<file path="src/rtl/clk_div_pkg.sv">
// Shared defaults and helpers for the multi-channel clock divider.
// The high-phase helper works on 32-bit values, so counter widths are limited to 32.
package clk_div_pkg;

    localparam int CW_DEFAULT      = 26;
    localparam int DEF_DIV_DEFAULT = 100000;

    // Length of the high phase; odd divisors get the extra cycle in the low phase.
    function automatic logic [31:0] high_len(input logic [31:0] d);
        return d >> 1;
    endfunction

endpackage

</file>
<file path="src/rtl/clk_div_chan.sv">
// One divider channel: active/pending divisor, period counter and registered outputs.
// Divisor changes only land at a wrap or a sync restart, so periods are never cut short.
module clk_div_chan
    import clk_div_pkg::*;
#(
    parameter int CW      = CW_DEFAULT,
    parameter int DEF_DIV = DEF_DIV_DEFAULT
) (
    input  logic          clk,
    input  logic          rst_n,
    input  logic          en,
    input  logic          sync,
    input  logic          load,
    input  logic [CW-1:0] load_div,
    output logic          div_out,
    output logic          tick
);

    localparam logic [CW-1:0] RST_DIV = CW'(DEF_DIV);
    localparam logic [CW-1:0] MIN_DIV = CW'(2);
    localparam logic [CW-1:0] ONE     = CW'(1);

    logic [CW-1:0] act_q, act_d;
    logic [CW-1:0] pend_q, pend_d;
    logic [CW-1:0] cnt_q, cnt_d;
    logic          pending_q, pending_d;
    logic          run_q, run_d;
    logic          div_out_q, div_out_d;
    logic          tick_q, tick_d;

    logic [CW-1:0] pend_n;
    logic          pending_n;
    logic          restart;
    logic [CW-1:0] half;

    always_comb begin
        act_d     = act_q;
        pend_d    = pend_q;
        pending_d = pending_q;
        cnt_d     = '0;
        run_d     = 1'b0;
        restart   = 1'b0;
        pend_n    = load ? load_div : pend_q;
        pending_n = load | pending_q;

        if (!run_q) begin
            // Stopped: a load is applied at once and a valid divisor starts a fresh period.
            if (load) begin
                act_d     = load_div;
                pending_d = 1'b0;
            end
            run_d = en && (act_d >= MIN_DIV);
        end else if (!en) begin
            pend_d    = pend_n;
            pending_d = pending_n;
        end else begin
            restart = sync || (cnt_q == act_q - ONE);
            if (restart) begin
                act_d     = pending_n ? pend_n : act_q;
                pend_d    = pend_n;
                pending_d = 1'b0;
            end else begin
                cnt_d     = cnt_q + ONE;
                pend_d    = pend_n;
                pending_d = pending_n;
            end
            run_d = (act_d >= MIN_DIV);
            if (!run_d) begin
                cnt_d = '0;
            end
        end

        half      = CW'(high_len(32'(act_d)));
        tick_d    = run_d && (cnt_d == '0);
        div_out_d = run_d && (cnt_d < half);
    end

    always_ff @(posedge clk or negedge rst_n) begin
        if (!rst_n) begin
            act_q     <= RST_DIV;
            pend_q    <= RST_DIV;
            pending_q <= 1'b0;
            cnt_q     <= '0;
            run_q     <= 1'b0;
            div_out_q <= 1'b0;
            tick_q    <= 1'b0;
        end else begin
            act_q     <= act_d;
            pend_q    <= pend_d;
            pending_q <= pending_d;
            cnt_q     <= cnt_d;
            run_q     <= run_d;
            div_out_q <= div_out_d;
            tick_q    <= tick_d;
        end
    end

    assign div_out = div_out_q;
    assign tick    = tick_q;

endmodule

</file>
<file path="src/rtl/clk_div_multi.sv">
// Multi-channel programmable clock divider: decodes divisor loads to one channel
// and fans the phase-align strobe out to all of them.
module clk_div_multi
    import clk_div_pkg::*;
#(
    parameter  int NCH     = 4,
    parameter  int CW      = CW_DEFAULT,
    parameter  int DEF_DIV = DEF_DIV_DEFAULT,
    localparam int CHW     = $clog2(NCH)
) (
    input  logic           clk,
    input  logic           rst_n,
    input  logic [NCH-1:0] en,
    input  logic           sync,
    input  logic           load,
    input  logic [CHW-1:0] load_ch,
    input  logic [CW-1:0]  load_div,
    output logic [NCH-1:0] div_out,
    output logic [NCH-1:0] tick
);

    localparam int unsigned NCH_U = NCH;

    logic load_ok;

    // Indices past the last channel are dropped rather than aliased.
    assign load_ok = load && (32'(load_ch) < NCH_U);

    genvar gi;
    generate
        for (gi = 0; gi < NCH; gi++) begin : g_chan
            logic hit;
            assign hit = load_ok && (load_ch == CHW'(gi));

            clk_div_chan #(
                .CW      (CW),
                .DEF_DIV (DEF_DIV)
            ) u_chan (
                .clk      (clk),
                .rst_n    (rst_n),
                .en       (en[gi]),
                .sync     (sync),
                .load     (hit),
                .load_div (load_div),
                .div_out  (div_out[gi]),
                .tick     (tick[gi])
            );
        end
    endgenerate

endmodule

</file>
<file path="config.mk">
export PLATFORM = sky130hd
export DESIGN_NAME = clk_div_multi
export DESIGN_NICKNAME = d
export VERILOG_FILES = /design/src/rtl/clk_div_pkg.sv /design/src/rtl/clk_div_chan.sv /design/src/rtl/clk_div_multi.sv
export SDC_FILE = /design/constraint.sdc
export NUM_CORES = 1
export LEC_CHECK = 0
export CORE_MARGIN = 1.5
export CORE_UTILIZATION = 25
export DETAILED_ROUTE_END_ITERATION = 10
export DONT_BUFFER_PORTS = 1
export GPL_ROUTABILITY_DRIVEN = 0
export HOLD_SLACK_MARGIN = 0.02
export SYNTH_ARGS = -nofsm -noshare
export SYNTH_HDL_FRONTEND = slang
export SYNTH_HIERARCHICAL = 1
export SYNTH_SLANG_ARGS = --single-unit
</file>
<file path="constraint.sdc">
create_clock -name clk -period 9.4 [get_ports clk]
set_clock_uncertainty 0.2 [all_clocks]
set_input_delay 1.88 -clock clk [delete_from_list [all_inputs] [get_ports clk]]
set_output_delay 1.88 -clock clk [all_outputs]
set_load 0.02 [all_outputs]
</file>
==> impl_results.md <==
* Most common cell after layout, fill and taps aside: dfrtp_1
* Hold Vio Cnt, Final at 0
* CP Max Fanout at 36
* Mapped Cells at about 2,700
* P_int at around 3.4 mW
* Post-synthesis sequential area ratio at 0.3357
* Status: finished, final reports clean
* Post-Synthesis Net Count at 2,796
* Postcts setup bufs at 0
* Leak pwr at about 11 nW
* Drt first pass iters at 6
* Pwr Density at about 200 mW/mm^2
* Avg Cell Area, Syn at slightly above 9 sq um
* Num rows at roughly 110
* Vias in the first global route at between 15,000 and 20,000
* Core ar. at roughly 0.097 sq mm
* Clock power frac at 0.303
* H-tree levels at 2
* Dominant cells by area after synthesis: dfrtp_1, ha_1, dfstp_2
* Total of max-cap violations at 0
* Final critical-path required period at about 6.7 ns
* Hold Crit Class: reg2reg
* CTS tree: yes
* Worst-Margin Slew at ~1.2 ns
* Topmost layer with routed signal wires: met4
* Syn Std Cell Area at between 0.02 and 0.025 sq mm
* Remaining DRCs at 0
* Post-cts gate resize count at 0
* Tcrit/Tclk final at 0.7126
* Most frequent cells in the layout: dfrtp_1, nand2_1, nor2_1
* Synth Flop Type: dfrtp_1
* Synthesized flop and latch total at ~330
* Crit end category: register
* Clk sinks at approximately 330
* Largest net degree at the start of global routing at ~330
* Post-synth EDFFs at 0
* Yosys warnings at 6
* Port bufs at 0
* Hold path cells at 1
* Worst skew pair latency at ~0.59 ns
* FMAX at 149.3 MHz
* Final setup viols at 0
* Share of cells above drive strength 1 at 0.1128
* R2R cell count at 20
* Total placed instance area at between 0.02 and 0.03 sq mm
* Worst-case clock buffer depth at 3
* Rel. slew slack at 0.2304
* Post-synth cell types at 63
* Die area at between 0.1 and 0.15 sq mm
* Routed length on met2 at between 30,000 and 40,000 um
* Detail Route Antenna Nets at 0
* # hold bufs at CTS at 0
* Worst Path Required at approximately 10 ns
* Initial antenna violation count at 0
* Final Cell Area at between 0.02 and 0.03 sq mm
* Initial DRC Count at slightly below 2,000
* Final Max Tran Viols at 0
* Metal-1 WL at ~35,000 um
* Die Ht at around 320 um
* Switching Fraction at 0.3633
* I/O Pins at 44
* CTS buffer count at between 40 and 50
* Syn-to-layout area delta at 8.525%
* Flop pwr share at 0.423
* Length of routed met3 wiring at about 5500 um
* Fillers at slightly above 10,000
* Yosys top cell by area: dfrtp_1
* Critical path launch point type: register
* Dpl hpwl at 54,270 um
* Setup CP Type: reg2reg
* Comb pwr share at 0.274
* Routed WL at 77,690 um
* Routed len/inst at roughly 20 um
* Die X-Extent at around 320 um
* Nets@finish at ~2,600
* Starting density of the core at 0.2535
* VDD IR max at approximately 130 uV
* Via count at 21,070
* Asr flop ratio synth at 1.000
* Switching power at ~1.9 mW
* Clock slew at reported path FFs at 0.06 ns
* Synth top area share at 0.2845
* Vias per std cell at 5.528
* Setup TNS at 0 ns
* Arr. time, crit path at between 7 and 8 ns
* GRT Resource Usage Total at 0.1506
* First-pass GRT wire length at between 100,000 and 150,000 um
* Clock tree root buffer cell: clkbuf_16
* Total global routing overflow at 0
* RSZ-0062 raised after global routing: no
==> final cells by class <==
cell class	count	area, sq um	area share
Multi-Input combinational cell	2096	15310	0.5728
Clock inverter	13	147.6	0.005524
Inverter	16	60.06	0.002247
Tap cell	1276	1597	0.05974
Clock buffer	63	1201	0.04494
Timing Repair Buffer	19	142.6	0.005337
Sequential cell	328	8268	0.3094
Antenna cell	1	2.502	0.00009363
==> Yosys cell counts (28+ instances only) <==
master,n
o221a_1,28
dfrtp_1,280
o21ai_0,56
nor4_1,52
a31oi_1,32
a221o_1,76
a21o_1,64
clkbuf_1,160
nand3_1,84
mux2_2,108
or4_1,44
and3_1,40
nor2b_1,48
or3_1,36
mux2i_1,112
nand2_1,228
nor2_1,224
nand4_1,68
xor2_1,96
ha_1,104
a221oi_1,72
xnor2_1,136
dfstp_2,48
nor3_1,52
a21oi_1,36
==> worst paths after layout <==
path / slack (ns) / start / endpoint
setup reg to reg: 2.70 / g_chan[0].u_chan/act_q[0]$_DFFE_PN0P_ / g_chan[0].u_chan/div_out$_DFF_PN0_
min in group asynchronous: 0.85 / rst_n / g_chan[2].u_chan/act_q[3]$_DFF_PN0_
setup / recovery: 2.70 / g_chan[0].u_chan/act_q[0]$_DFFE_PN0P_ / g_chan[0].u_chan/div_out$_DFF_PN0_
hold / removal: 0.31 / g_chan[1].u_chan/pend_q[0]$_DFFE_PN0P_ / g_chan[1].u_chan/pend_q[0]$_DFFE_PN0P_
max in group asynchronous: 7.33 / rst_n / g_chan[0].u_chan/cnt_q[13]$_DFF_PN0_
hold reg to reg: 0.31 / g_chan[1].u_chan/pend_q[0]$_DFFE_PN0P_ / g_chan[1].u_chan/pend_q[0]$_DFFE_PN0P_
==> worst max-delay path: stages (launching register included) <==
cell      delay [ns]
dfrtp_1         0.46
inv_1           0.09
ha_1            0.21
nor4b_1         0.68
nand4_1         0.27
or4_1           0.57
a211oi_1        0.31
a31oi_1         0.28
nand2b_4        0.46
a21boi_4        0.87
a221oi_1        0.23
ha_1            0.25
a21o_1          0.17
a21o_1          0.16
a21o_1          0.17
a21o_1          0.17
a21o_1          0.17
a21o_1          0.19
a221o_1         0.36
a31oi_1         0.17
o211a_1         0.16
==> power groups by stage <==
stage,logic [mW],registers (mW),clock network [mW]
finish,1.46,2.26,1.62
detailed placement,1.44,2.26,0
global route,1.61,2.30,1.71
global placement,1.43,2.25,0
CTS,1.45,2.24,1.66
floorplan,1.37,1.91,0
==> through the flow <==
stage | worst slack (ns) | hold WS, ns | std cells | utilization | power (mW)
6_report | 2.702 | 0.3126 | 3812 | 0.2751 | 5.340
5_1_grt | 2.231 | 0.3338 | 3811 | 0.2751 | 5.623
4_1_cts | 2.810 | 0.3129 | 3811 | 0.2751 | 5.346
3_5_place_dp | 2.844 | 0.2971 | 3735 | 0.2612 | 3.698
3_3_place_gp | 2.935 | 0.2912 | 3735 | 0.2612 | 3.679
2_1_floorplan | 4.138 | 0.2802 | 2656 | - | 3.287
==> layer usage <==
| layer | track usage | vias to the layer above |
|---|---|---|
| met3 | 0.03026 | 123 |
| met4 | 0.04091 | 0 |
| li1 | - | 9703 |
| met5 | 0 | - |
| met2 | 0.2338 | 728 |
| met1 | 0.2113 | 10520 |
==> logic make-up after synthesis <==
group                      share of synthesized area
and+or+nand+nor                               0.2237
buffers and inverters                        0.04329
xor gates and xnor gates                     0.08251
muxes                                        0.09491
DFF                                           0.3357
AOI/OAI and AO/OA                             0.1671
adders and majority gates                    0.05284
==> flip-flops by register name, summed over array words and instances (netlist names) <==
register and flops:
g_chan.u_chan/pend_q 104, g_chan.u_chan/div_out 4, g_chan.u_chan/tick 4, g_chan.u_chan/cnt_q 104, g_chan.u_chan/act_q 104, g_chan.u_chan/pending_q 4, g_chan.u_chan/run_q 4
(Power assumes the default switching activity.)
